--- src/rtl/tmc_spi_master.sv ---
// rtl/tmc_spi_master.sv - memory-mapped SPI master for 40-bit TMC driver datagrams
// Mode 3 (SCK idle high); firmware loads TX regs, starts, polls BUSY, reads RX regs.
module tmc_spi_master #(
   parameter int CLK_DIV    = 4,
   parameter int FRAME_BITS = 40
) (
   input  logic        clk_in,
   input  logic        reset_n_in,
   input  logic        enable,
   input  logic        mem_valid,
   input  logic [4:0]  addr_in,
   input  logic [3:0]  wstrb_in,
   input  logic [31:0] data_in,
   output logic        ready,
   output logic [31:0] r_data_out,
   input  logic        sdo_in,
   output logic        sck_out,
   output logic        sdi_out,
   output logic        cs_n_out
);

   localparam logic [2:0] S_IDLE     = 3'd0;
   localparam logic [2:0] S_CS_SETUP = 3'd1;
   localparam logic [2:0] S_SCK_LO   = 3'd2;
   localparam logic [2:0] S_SCK_HI   = 3'd3;
   localparam logic [2:0] S_CS_HOLD  = 3'd4;
   localparam logic [2:0] S_GAP      = 3'd5;

   logic [2:0]            state;
   logic [7:0]            div_cnt;
   logic [5:0]            bit_cnt;
   logic [FRAME_BITS-1:0] shift;
   logic [7:0]            tx_addr;
   logic [31:0]           tx_data;
   logic [7:0]            rx_stat;
   logic [31:0]           rx_data;
   logic                  done;
   logic                  overrun;
   logic                  sdi_q;
   logic [31:0]           rd_mux;

   logic       busy;
   logic       req;
   logic       wr;
   logic       rd;
   logic [2:0] sel;
   logic       ctrl_wr;
   logic       start_req;
   logic       clr_ovr;
   logic       div_last;
   logic       last_bit;
   logic       unused_addr;

   assign busy        = (state != S_IDLE);
   assign req         = mem_valid & enable & ~ready;
   assign sel         = addr_in[4:2];
   assign wr          = ready & (wstrb_in != 4'h0);
   assign rd          = ready & (wstrb_in == 4'h0);
   assign ctrl_wr     = wr & (sel == 3'd2) & wstrb_in[0];
   assign start_req   = ctrl_wr & data_in[0];
   assign clr_ovr     = ctrl_wr & data_in[2];
   assign div_last    = (div_cnt == 8'(CLK_DIV - 1));
   assign last_bit    = (bit_cnt == 6'(FRAME_BITS - 1));
   assign unused_addr = ^addr_in[1:0];

   // Bus side: one-cycle ready, byte-laned register writes committed in the ready cycle
   always_ff @(posedge clk_in or negedge reset_n_in) begin
      if (!reset_n_in) begin
         ready   <= 1'b0;
         tx_addr <= 8'h00;
         tx_data <= 32'h0;
         overrun <= 1'b0;
      end else begin
         ready <= req;
         if (wr && sel == 3'd0 && wstrb_in[0]) tx_addr <= data_in[7:0];
         if (wr && sel == 3'd1) begin
            for (int b = 0; b < 4; b++) begin
               if (wstrb_in[b]) tx_data[8*b +: 8] <= data_in[8*b +: 8];
            end
         end
         if (clr_ovr)
            overrun <= 1'b0;
         else if (start_req && busy)
            overrun <= 1'b1;
      end
   end

   always_ff @(posedge clk_in or negedge reset_n_in) begin
      if (!reset_n_in) begin
         state   <= S_IDLE;
         div_cnt <= 8'd0;
         bit_cnt <= 6'd0;
         shift   <= '0;
         sdi_q   <= 1'b0;
         rx_stat <= 8'h00;
         rx_data <= 32'h0;
         done    <= 1'b0;
      end else if (state == S_IDLE) begin
         if (start_req) begin
            shift   <= {tx_addr, tx_data};
            done    <= 1'b0;
            bit_cnt <= 6'd0;
            div_cnt <= 8'd0;
            state   <= S_CS_SETUP;
         end
      end else if (!div_last) begin
         div_cnt <= div_cnt + 8'd1;
      end else begin
         div_cnt <= 8'd0;
         case (state)
            S_CS_SETUP: begin
               state <= S_SCK_LO;
               sdi_q <= shift[FRAME_BITS-1];
            end
            // Entering SCK_HI is the rising SCK edge: capture MISO into the LSB
            S_SCK_LO: begin
               state <= S_SCK_HI;
               shift <= {shift[FRAME_BITS-2:0], sdo_in};
            end
            S_SCK_HI: begin
               bit_cnt <= bit_cnt + 6'd1;
               if (last_bit) begin
                  state <= S_CS_HOLD;
               end else begin
                  state <= S_SCK_LO;
                  sdi_q <= shift[FRAME_BITS-1];
               end
            end
            S_CS_HOLD: state <= S_GAP;
            S_GAP: begin
               state   <= S_IDLE;
               rx_stat <= shift[FRAME_BITS-1 -: 8];
               rx_data <= shift[31:0];
               done    <= 1'b1;
               sdi_q   <= 1'b0;
            end
            default: state <= S_IDLE;
         endcase
      end
   end

   always_comb begin
      rd_mux = 32'h0;
      case (sel)
         3'd0:    rd_mux = {24'h0, tx_addr};
         3'd1:    rd_mux = tx_data;
         3'd2:    rd_mux = {29'h0, overrun, done, busy};
         3'd3:    rd_mux = {24'h0, rx_stat};
         3'd4:    rd_mux = rx_data;
         default: rd_mux = 32'h0;
      endcase
   end

   // Zero outside the ready cycle so the top level can OR peripheral buses together
   assign r_data_out = rd ? rd_mux : 32'h0;
   assign cs_n_out   = ~((state == S_CS_SETUP) || (state == S_SCK_LO) ||
                         (state == S_SCK_HI)   || (state == S_CS_HOLD));
   assign sck_out    = (state != S_SCK_LO);
   assign sdi_out    = sdi_q;

endmodule

--- config.mk ---
export PLATFORM = sky130hd
export DESIGN_NAME = tmc_spi_master
export DESIGN_NICKNAME = d
export VERILOG_FILES = /design/src/rtl/tmc_spi_master.sv
export SDC_FILE = /design/constraint.sdc
export NUM_CORES = 1
export LEC_CHECK = 0
export BUFFER_PORTS_ARGS = -buffer_cell sky130_fd_sc_hd__buf_2
export CAP_MARGIN = 5
export CORE_MARGIN = 5
export CORE_UTILIZATION = 63
export CTS_CLUSTER_SIZE = 30
export DETAILED_ROUTE_END_ITERATION = 12
export PLACE_DENSITY = 0.95
export SLEW_MARGIN = 20
export SYNTH_ARGS = -nofsm -noshare
export SYNTH_HDL_FRONTEND = slang
export SYNTH_SLANG_ARGS = --single-unit
--- constraint.sdc ---
create_clock -name clk_in -period 4.91 [get_ports clk_in]
set_input_delay 0 -clock clk_in [delete_from_list [all_inputs] [get_ports clk_in]]
set_output_delay 0 -clock clk_in [all_outputs]
set_load 0.05 [all_outputs]
Word-level counts from Yosys, hierarchy flattened
Index checks and enable logic that the tools add are counted.
{ "word_totals": {"inputBits": 46, "out_inout_bits": 36, "elab_cells": 96, "register_bits": 141} }
{ "op_classes": {"reduce_logical": 28, "bitwise_logic": 11, "eq_ne": 14, "mux": 26, "add_sub_neg": 2} }
{ "op_table": {"columns": ["cell", "n"], "rows": [
  ["2-to-1 mux 40 bit", 4],
  ["case mux 32 bit (5 select lines)", 1],
  ["2-to-1 mux 32 bit", 1],
  ["2-to-1 mux 6 bit", 4],
  ["2-to-1 mux 8 bit", 3],
  ["== test 3 x 2 -> 1 bit (second input constant)", 4],
  ["2-to-1 mux 3 bit", 4],
  ["case mux 3 bit (4 select lines)", 1],
  ["AND reduction 3 bit", 4],
  ["AND reduction 2 bit", 5],
  ["nonzero test 2 bit", 5],
  ["== test 3 bit (second input constant)", 3],
  ["adder 8 x 1 -> 8 bit (second input constant)", 1],
  ["AND 1 bit", 8],
  ["== test 8 x 2 -> 1 bit (second input constant)", 1],
  ["2-to-1 mux 1 bit", 7],
  ["adder 6 x 1 -> 6 bit (second input constant)", 1],
  ["== test 3 x 1 -> 1 bit (second input constant)", 2],
  ["== test 6 bit (second input constant)", 1],
  ["zero test 3 bit", 2],
  ["nonzero test 3 bit", 2],
  ["logical AND 1 bit", 4],
  ["zero test 4 bit", 1],
  ["inequality test 2 bit (second input constant)", 2],
  ["6 further kinds", 10]
]} }

Logic depth before layout (Yosys ltp)
{ "depth": {"depth_word": 8, "ltp_mapped": 8, "mapped_depth_nobuf": 5} }

Least setup slack after synthesis
No wires, ideal clock.
{ "synth_timing": {"path_kind": "register to register", "startpoint": "register ready", "endpoint": "register shift[13]", "path_buffers": 2, "stages_incl_launch_ff": 7, "synth_period_minus_slack_ns": 2.131, "required_ns": 4.785, "setup_time_ns": 0.125, "arrival_ns": 2.006, "slack_ns": 2.779, "cell_sequence": "dfrtp_1 > clkbuf_1 > nand2_1 > nor3_4 > o21bai_4 > buf_6 > mux2_2"} }
{ "synth_between": {"elab_chain_cells": 6} }
{ "synth_lines": {"columns": ["item", "line_no", "rtl"], "rows": [
  ["from (decl)", "14", "output logic ready,"],
  ["from (signal assigned)", "74", "ready <= req;"],
  ["AND 1 bit", "57", "assign wr = ready & (wstrb_in != 4'h0);"],
  ["AND 1 bit (2 in series)", "59", "assign ctrl_wr = wr & (sel == 3'd2) & wstrb_in[0];"],
  ["AND 1 bit", "60", "assign start_req = ctrl_wr & data_in[0];"],
  ["inequality test 2 bit (no source line)", null, null],
  ["AND reduction 3 bit (no source line)", null, null],
  ["to (signal assigned)", "100", "shift <= {tx_addr, tx_data};"],
  ["to (signal assigned)", "118", "shift <= {shift[FRAME_BITS-2:0], sdo_in};"],
  ["to (decl)", "32", "logic [FRAME_BITS-1:0] shift;"]
]} }
Every way passes these cells.
A chain may end at the register's enable or synchronous reset.

Worst setup path in the final report
{ "layout_timing": {"startpoint": "register state[1]", "endpoint": "register rx_data[14]"} }
{ "layout_between": {"elab_chain_cells": 3, "word_cells_on_any_way": 4, "cone_classes": "eq/ne: 1; bitwise: 1; reduce/logical: 2"} }
{ "layout_lines": {"columns": ["item", "line_no", "rtl"], "rows": [
  ["from (decl)", "29", "logic [2:0] state;"],
  ["from (signal assigned)", "90", "state <= S_IDLE;"],
  ["from (signal assigned)", "104", "state <= S_CS_SETUP;"],
  ["from (signal assigned)", "112", "state <= S_SCK_LO;"],
  ["zero test 3 bit", "98", "end else if (state == S_IDLE) begin"],
  ["inverter 1 bit (no source line)", null, null],
  ["AND reduction 3 bit (no source line) (*)", null, null],
  ["to (signal assigned)", "133", "rx_data <= shift[31:0];"],
  ["to (decl)", "36", "logic [31:0] rx_data;"]
]} }
Mark *: on every way between the ends. The rest lies on a longest branch, timed or not.

==> summary.md <==
| Metric | Value |
|---|---|
| 1st-iter DRT viols | `684` |
| Critical-path maximum fanout | `31` |
| Endpoints failing setup | `0` |
| Sequential share of power | `between 40 and 50%` |
| Worst setup EP type | `flop` |
| Number of port buffers | `slightly below 80` |
| P_sw | `between 0.6 and 0.7 mW` |
| Period utilization | `about three fifths` |
| Clk sinks | `~140` |
| GRT Total Usage | `32.0%` |
| Share of layout cells above drive strength 1 | `a little under two fifths` |
| Die footprint | `between 10000 and 15000 um2` |
| Root Driver | `clkbuf_8` |
| Clock Path Buffers | `2` |
| Final Slew Violations | `0` |
| Synth top area share | `roughly half` |
| Post-synthesis cell area | `a little under 7000 um2` |
| Top cell family by delay on the critical path | `buffers and inverters` |
| Post-Synth Simple-Gate Area | `between 7 and 8%` |
| Worst Tran Pin Value | `~950 ps` |
| Post-synthesis average cell area | `13.0 um2` |
| Sw Share | `23.5%` |
| Leakage | `between 4 and 5 nW` |
| CP bufs+invs | `2` |
| Combinational Power Share | `under 10%` |
| CP max stage cell | `or3_2` |
| Post-synthesis sequential area ratio | `approximately 51%` |
| DRT Pass-1 Iters | `5` |
| Count of distinct cell types in the synthesized netlist | `47` |
| CP Data Arrival Time | `about 3400 ps` |
| Synthesized instance count | `approximately 540` |
| Complex-gate fraction of the synthesized area | `between 8 and 9%` |
| Fin crit period | `just under 3000 ps` |
| Post-cts repair resize count | `0` |
| Cell mode on critical path | `buf_4` |
| Vias/cell | `approximately 6.7` |
| Vias post-DR | `approximately 5300` |
| Setup TNS | `0 ps` |
| Commonest non-fill, non-tap cell in the layout | `dfrtp_1` |
| Worst skew pair latency | `550 ps` |
| Initial core utilization | `64.0%` |
| Max-Cap Viols | `0` |
| WP data required | `roughly 5300 ps` |
| Die height | `approximately 110 um` |
| Mux share of post-synthesis cell area | `28.7%` |
| Synth area leaders | `dfrtp_1, mux2_2, mux2_4` |
| Core Area | `between 10000 and 15000 um2` |
| Die W | `between 100 and 150 um` |
| PwrDens | `roughly 350 nW/um2` |
| Synth Area in XOR/XNOR | `less than 1%` |
| Yosys top cell by area | `dfrtp_1` |
| CTS tree | `built` |
| Critical Path Max Stage Delay | `750 ps` |
| Skew final | `12.8 ps` |
| I/O Pins | `between 80 and 90` |
| Syn nets | `approximately 580` |
| Clock-pin slew on the worst setup and hold paths | `70 ps` |
| Initial antenna violation count | `0` |
| Clock group share of total power | `between 40 and 50%` |
| Ys flop type | `dfrtp_1` |
| Layout Nets | `a little under 700` |
| Max Clock Freq | `337 MHz` |
| Largest net degree at the start of global routing | `90` |
| Most frequent cells in the layout | `dfrtp_1, mux2_2, buf_2` |
| Avg WL per Cell | `24.9 um` |
| Area growth syn-to-layout | `20.4%` |
| Routability Congestion | `around 0.85` |
| H-tree levels | `4` |
| Synth Area in Adders | `less than 1%` |
| Critical path, cell by cell | `buf_4 > or3_2 > buf_4 > mux2_4` |
| Async S/R FF share, synth | `100%` |
| Antenna-violating nets left | `0` |
| Max VDD drop | `~0.28 mV` |
| Crit path kind | `flop to flop` |
| Worst Hold Class | `primary input to flop` |
| Final wirelength | `a little under 20000 um` |
| Main combinational cell family by area after synthesis | `multiplexers` |
| Syn. warnings | `0` |
| First-pass GRT wire length | `approximately 32000 um` |
| Row cnt | `38` |
| Grt ovf | `0` |
| Slew margin rel. | `around 36%` |
| Seq cells post-synth | `approximately 140` |
| Final hold slack | `88.4 ps` |
| Vias in the first global route | `~5500` |
| Status | `finished clean` |
| Final hold viol count | `0` |
| Worst setup SP type | `flop` |
| Pint | `approximately 2.2 mW` |
| RSZ-0062 raised after global routing | `no` |
| Cts bufs inserted | `17` |
| Number of synthesized flops with an enable pin | `0` |
| Dpl hpwl | `around 11000 um` |
| Residual DRC | `0` |
## worst register-to-register path, stage by stage, from the launching register on
cell     delay [ps]
dfrtp_2         700
buf_4           510
or3_2           770
buf_4           510
mux2_4          370
## power by group through the flow
stage | clock (mW) | combinational (mW) | sequential [mW]
after global placement | 0 | 0.136 | 1.29
after CTS | 1.42 | 0.174 | 1.28
after floorplan | 0 | 0.0857 | 1.28
final | 1.43 | 0.180 | 1.29
after global routing | 1.48 | 0.195 | 1.29
after detailed placement | 0 | 0.145 | 1.30
## final cells by class
class / count / area, um2
repair buffers: 123 / 825
fillers: 541 / 2490
inverters: 5 / 18.8
flip-flops and latches: 141 / 3530
clock buffers: 19 / 432
diodes: 1 / 2.50
clock inverters: 13 / 215
multi-input cells: 356 / 3160
well taps: 140 / 175
## logic make-up after synthesis
kind of cell	after synthesis
xor gates and xnor gates	4
muxes	164
DFF	141
AOI/OAI and AO/OA	83
buffers and inverters	38
adders and majority gates	2
and+or+nand+nor	103
## sequential cells by signal, indices dropped and copies added (netlist names), 3 cells and up
register / flops
state: 3
shift: 40
div_cnt: 8
rx_data: 32
tx_addr: 8
tx_data: 32
bit_cnt: 6
rx_stat: 8
## stage by stage
stage	instances	setup slack, ps	total power, mW	cell area [um2]	util (%)
after floorplan	535	2780	1.36	6940	-
after global routing	797	1910	2.97	8350	77.0
after CTS	797	2020	2.87	8350	77.0
after global placement	728	2110	1.42	7330	67.7
after detailed placement	728	2030	1.44	7330	67.7
final	798	1940	2.89	8350	77.1
## repair_timing
action,4_1_cts,5_1_grt
hold buffers,37,0
endpoints found under the setup margin,0,0
setup buffers,0,0
hold endpoints to repair,131,0
## worst paths after layout
kind | endpoint | slack (ps) | startpoint | depth (start not counted)
min | bit_cnt[3] | 90 | wstrb_in[0] | 4
min in group asynchronous | tx_data[0] | 110 | reset_n_in | 2
max | rx_data[14] | 1940 | state[1] | 4
max reg2reg | rx_data[14] | 1940 | state[1] | 4
max in group asynchronous | tx_data[14] | 3600 | reset_n_in | 3
min reg2reg | sdi_out | 510 | sdi_out | 2
## metal layers
| metal | GRT usage [%] | share of wire, % | up-vias |
|---|---|---|---|
| met2 | 52.2 | 50 | 387 |
| met5 | 0 | 0 | - |
| met4 | 16.3 | 5.3 | 0 |
| li1 | - | - | 2174 |
| met1 | 39.4 | 37 | 2670 |
| met3 | 8.63 | 8.1 | 107 |
## Yosys cell counts, types with 3 or more instances
master     count
or3_1          3
mux2_1        38
nor3_1         6
a2bb2oi_1      3
buf_12         4
nor4_1         4
dfrtp_1      141
nor2b_1        4
o21ai_0       19
a22oi_1       38
nor2_1        41
buf_2          4
nand3_1        9
and3_1         4
mux2_4        39
inv_1          5
nand4_1        5
buf_6          6
mux2_2        85
clkbuf_1      18
xnor2_1        3
nand2_1       12
a21oi_1       14
Power figures use the tool's default switching activity.
